### src/rtl/accelshark_psg_tdm_tx.sv
// TDM / I2S serial transmitter: one-frame holding buffer feeding a shadow register that is
// serialised MSB-first per slot. Define ACCELSHARK_PSG_TDM_UNDERRUN_CNT_EN to add underrun_cnt.
module accelshark_psg_tdm_tx #(
  parameter int WIDTH     = 16,
  parameter int SLOT_BITS = 16,
  parameter int CHANNELS  = 2
) (
  input  logic                      sclk,
  input  logic                      rst_n,
  input  logic                      ena,
  input  logic                      fmt,
  input  logic [CHANNELS*WIDTH-1:0] in_data,
  input  logic                      in_valid,
  output logic                      in_ready,
  output logic                      ws,
  output logic                      sdata,
  output logic                      frame_start,
  output logic                      underrun
`ifdef ACCELSHARK_PSG_TDM_UNDERRUN_CNT_EN
  ,
  output logic [7:0]                underrun_cnt
`endif
);

  localparam int PW = (SLOT_BITS > 1) ? $clog2(SLOT_BITS) : 1;
  localparam int SW = (CHANNELS > 1) ? $clog2(CHANNELS) : 1;
  localparam int DW = CHANNELS * WIDTH;
  localparam int IW = (DW > 1) ? $clog2(DW) : 1;
  localparam logic [PW-1:0] POS_LAST  = PW'(SLOT_BITS - 1);
  localparam logic [SW-1:0] SLOT_LAST = SW'(CHANNELS - 1);

  // The bit counter is kept as (slot, position) so no divider is needed.
  logic [PW-1:0] pos_q, pos_d;
  logic [SW-1:0] slot_q, slot_d;
  logic [DW-1:0] shadow_q, shadow_d;
  logic [DW-1:0] hold_q, hold_d;
  logic          hold_full_q, hold_full_d;
  logic          fmt_q, fmt_d;
  logic          dly_q, dly_d;
  logic          urun_q, urun_d;
  logic          wrap, xfer, lj_bit;
  logic [IW-1:0] bit_idx;

  always_comb begin
    wrap    = (pos_q == POS_LAST) && (slot_q == SLOT_LAST);
    xfer    = ena && in_valid && !hold_full_q;
    bit_idx = '0;
    lj_bit  = 1'b0;
    if (int'(pos_q) < WIDTH) begin
      bit_idx = IW'(int'(slot_q) * WIDTH + WIDTH - 1 - int'(pos_q));
      lj_bit  = shadow_q[bit_idx];
    end

    pos_d       = pos_q;
    slot_d      = slot_q;
    shadow_d    = shadow_q;
    hold_d      = hold_q;
    hold_full_d = hold_full_q;
    fmt_d       = fmt_q;
    dly_d       = dly_q;
    urun_d      = urun_q;

    if (ena) begin
      pos_d  = (pos_q == POS_LAST) ? '0 : pos_q + 1'b1;
      if (pos_q == POS_LAST) slot_d = wrap ? '0 : slot_q + 1'b1;
      // I2S output is the left-justified stream delayed by one enabled bit clock.
      dly_d  = lj_bit;
      urun_d = wrap && !hold_full_q;
      if (wrap) begin
        fmt_d    = fmt;
        shadow_d = hold_full_q ? hold_q : '0;
        if (hold_full_q) hold_full_d = 1'b0;
      end
      // A transfer only happens into an empty hold, so it never races the wrap's clear.
      if (xfer) begin
        hold_d      = in_data;
        hold_full_d = 1'b1;
      end
    end
  end

  always_ff @(posedge sclk or negedge rst_n) begin
    if (!rst_n) begin
      pos_q       <= '0;
      slot_q      <= '0;
      shadow_q    <= '0;
      hold_full_q <= 1'b0;
      fmt_q       <= 1'b0;
      dly_q       <= 1'b0;
      urun_q      <= 1'b0;
    end else begin
      pos_q       <= pos_d;
      slot_q      <= slot_d;
      shadow_q    <= shadow_d;
      hold_full_q <= hold_full_d;
      fmt_q       <= fmt_d;
      dly_q       <= dly_d;
      urun_q      <= urun_d;
    end
  end

  // Hold contents are meaningless while hold_full is clear, so they need no reset.
  always_ff @(posedge sclk) begin
    hold_q <= hold_d;
  end

  assign ws          = (slot_q != '0);
  assign sdata       = ena && (fmt_q ? lj_bit : dly_q);
  assign frame_start = ena && rst_n && (pos_q == '0) && (slot_q == '0);
  assign underrun    = ena && urun_q;
  assign in_ready    = ena && !hold_full_q;

`ifdef ACCELSHARK_PSG_TDM_UNDERRUN_CNT_EN
  function automatic logic [7:0] sat_inc(input logic [7:0] v);
    return (v == 8'hFF) ? v : v + 8'd1;
  endfunction

  logic [7:0] ucnt_q;

  always_ff @(posedge sclk or negedge rst_n) begin
    if (!rst_n) begin
      ucnt_q <= 8'd0;
    end else if (ena && wrap && !hold_full_q) begin
      ucnt_q <= sat_inc(ucnt_q);
    end
  end

  assign underrun_cnt = ucnt_q;
`endif

endmodule

### config.mk
export PLATFORM = sky130hd
export DESIGN_NAME = accelshark_psg_tdm_tx
export DESIGN_NICKNAME = d
export VERILOG_FILES = /design/src/rtl/accelshark_psg_tdm_tx.sv
export SDC_FILE = /design/constraint.sdc
export NUM_CORES = 1
export LEC_CHECK = 0
export CORE_AREA = 5 5 99 101
export DETAILED_ROUTE_END_ITERATION = 16
export DIE_AREA = 0 0 104 106
export SETUP_SLACK_MARGIN = 0.5
export SYNTH_ARGS = -nofsm -noshare
export SYNTH_HDL_FRONTEND = slang
export SYNTH_SLANG_ARGS = --single-unit
### constraint.sdc
create_clock -name sclk -period 2.9 [get_ports sclk]
set_input_delay 0.87 -clock sclk [delete_from_list [all_inputs] [get_ports sclk]]
set_output_delay 0.87 -clock sclk [all_outputs]
set_load 0.05 [all_outputs]
==> results.txt <==
DR top layer -> met4
R2R setup slack -> 0.99 ns
Clock Tree Buf Depth -> 2
NetSw -> 0.865 mW
Starting Density -> 33.2%
DR vias -> 1,906
Grt ovf -> 0
Most frequent cells in the layout -> nand2_1 (68), dfrtp_1 (38), o21ai_0 (36)
Ys Warns -> 0
Largest net degree at the start of global routing -> 42
Worst IR Drop VDD -> 290 uV
Met2 WL -> 2.51 mm
Util after Layout -> 42.8%
Root Buffer -> clkbuf_8
Drc violations -> 0
Met3 routed WL -> 209 um
Vias in the first global route -> 2,013
Setup Viol. Count Final -> 0
Crit path launch type -> flip-flop
H-tree depth -> 3
Post-DRT Antenna Nets -> 0
Internal cell power -> 2.02 mW
Fin area -> 0.00382 sq mm
Final HPWL DP -> 3.87 mm
Slew Limit Fails -> 0
Dominant synthesized flop cell -> dfrtp_1
CP required -> 2.03 ns
Synth Net Count -> 287
PwrDens -> 755 mW/mm^2
Comb pwr share -> 25.8%
CTS Sinks -> 73
Clock Latency Late Sink -> 0.34 ns
Antenna violations before repair -> 0
Synth area leaders -> dfrtp_1 (35%), edfxtp_1 (32%), nand2_1 (8.7%)
Post-synthesis cell type count -> 34
Syn Std Cell Area -> 0.00297 sq mm
Worst hold path class -> flip-flop to flip-flop
Ys async rst share -> 56.2%
Outcome -> finished clean
#FFs+latches synth -> 73
Critical path type -> flip-flop to output port
Die W -> 104 um
Final WL -> 5.44 mm
Core area -> 0.00893 sq mm
DR vias/cell -> 4.62
Global-route wire length before repair -> 9.36 mm
Buffers added on ports -> 41
Fill cells -> 870
Tightest Pin Transition -> 0.527 ns
Min Tclk post-route -> 2.84 ns
Layout cell share with drive strength beyond 1 -> 17.9%
Sequential Power Share -> 47.8%
Sw Ratio -> 30.0%
Area after DPL -> 0.00358 sq mm
Max Clock Skew -> 0.0103 ns
Worst slew margin -> 65.0%
Die height -> 106 um
CTS Buf Count -> 9
I/O Pins -> 42
Routability cong. -> 0.826
Cells after synthesis -> 248
Worst EP arrival -> 1.97 ns
Final nets -> 336
First-pass iteration count of the detailed router -> 4
Tcrit/Tclk final -> 98.0%
Gr usage total -> 10.5%
Wire length on met1 -> 2.64 mm
Fmax -> 352 MHz
Clock share of power -> 26.4%
RSZ-0062 raised after global routing -> yes
Total of max-cap violations -> 0
Leakage Power -> 1.57 nW
Leading area contributor after synthesis -> dfrtp_1
Mean Syn Cell Area -> 12.0 sq um
DR WL/cell -> 13.2 um
P&R area growth vs syn -> 28.8%
Crit path max fanout -> 6
Yosys top cell area share -> 34.6%
DRT iter0 DRCs -> 85
Seq/Total Area, Yosys -> 67.0%
Die area -> 0.0110 sq mm
CP Capture Type -> output port
Fin. Hold Viols -> 0
TritonCTS clock tree -> yes
Ant diodes -> 0
Commonest non-fill, non-tap cell in the layout -> nand2_1
# hold bufs at CTS -> 0
Post-synth EDFFs -> 32
Register clock-pin slew on the reported worst setup and hold paths -> 0.07 ns
FP Rows -> 35
==> what timing repair did <==
action,in CTS,in global routing
setup buffers,2,0
endpoints found under the hold margin,0,0
gates resized for setup,16,3
pin swaps,1,1
setup endpoints to repair,5,2
==> layout make-up <==
| class | instances | area, sq um | area share (%) |
|---|---|---|---|
| clock buffer | 12 | 145 | 3.80 |
| clock inverter | 4 | 43.8 | 1.15 |
| inverter | 5 | 18.8 | 0.491 |
| multi-input combinational | 154 | 927 | 24.3 |
| sequential | 73 | 1990 | 52.1 |
| tap | 111 | 139 | 3.63 |
| timing repair buffer | 54 | 557 | 14.6 |
==> path summary, 6_finish.rpt <==
path                              startpoint           end  cells after the start
worst max-delay path                pos_q[1]         sdata                      7
worst min-delay path            shadow_q[28]  shadow_q[28]                      2
worst max register to register      pos_q[0]         fmt_q                      6
worst min register to register  shadow_q[28]  shadow_q[28]                      2
max in group asynchronous              rst_n            ws                      2
min in group asynchronous              rst_n   shadow_q[5]                      2
==> routing by layer <==
layer	up-vias	global-route usage (%)
met4	0	3.61
met3	8	3.58
met2	37	16.1
li1	959	-
met1	902	13.8
met5	-	0
==> power groups by stage <==
stage,clock (mW),combinational [mW],sequential [mW]
2_1_floorplan,0,0.506,1.36
3_3_place_gp,0,0.680,1.39
3_5_place_dp,0,0.690,1.39
4_1_cts,0.788,0.750,1.37
5_1_grt,0.830,0.834,1.40
6_report,0.761,0.745,1.38
==> flip-flops by register name, indices dropped and copies added (netlist names) <==
signal / count
hold_full_q: 1
shadow_q: 32
fmt_q: 1
hold_q: 32
pos_q: 4
dly_q: 1
urun_q: 1
ws: 1
==> critical path, cell delays in order (launching register included) <==
cell      delay, ns
dfrtp_2        0.46
buf_4          0.19
mux2i_1        0.14
a211oi_1       0.24
o211ai_1       0.12
and4_4         0.20
a21oi_4        0.14
buf_12         0.15
==> cells in the mapped netlist, types with 3 or more instances <==
library cell	instances
clkbuf_1	8
nand3_1	3
mux2i_1	9
a21oi_1	3
inv_1	5
mux2_2	4
buf_2	5
dfrtp_1	41
nor2b_1	3
nand2_1	69
edfxtp_1	32
o21ai_0	36
==> cells by family after synthesis <==
logic type | share of synthesized area, %
flops | 67.0
fa+ha+maj | 0.843
xor+xnor | 0.591
mux | 6.07
buf+inv | 3.92
simple gates | 11.6
compound gates | 9.95
==> metrics by stage <==
step | worst slack (ns) | hold slack, ns | total power, mW | TNS [ns] | cells
detailed placement | 0.0899 | 0.466 | 2.08 | 0 | 395
floorplan | 0.429 | 0.444 | 1.86 | 0 | 248
global placement | 0.101 | 0.459 | 2.07 | 0 | 395
finish | 0.0589 | 0.475 | 2.88 | 0 | 413
CTS | 0.0449 | 0.481 | 2.91 | 0 | 413
global route | -0.0475 | 0.502 | 3.06 | -0.0475 | 413
(Power assumes the default switching activity.)
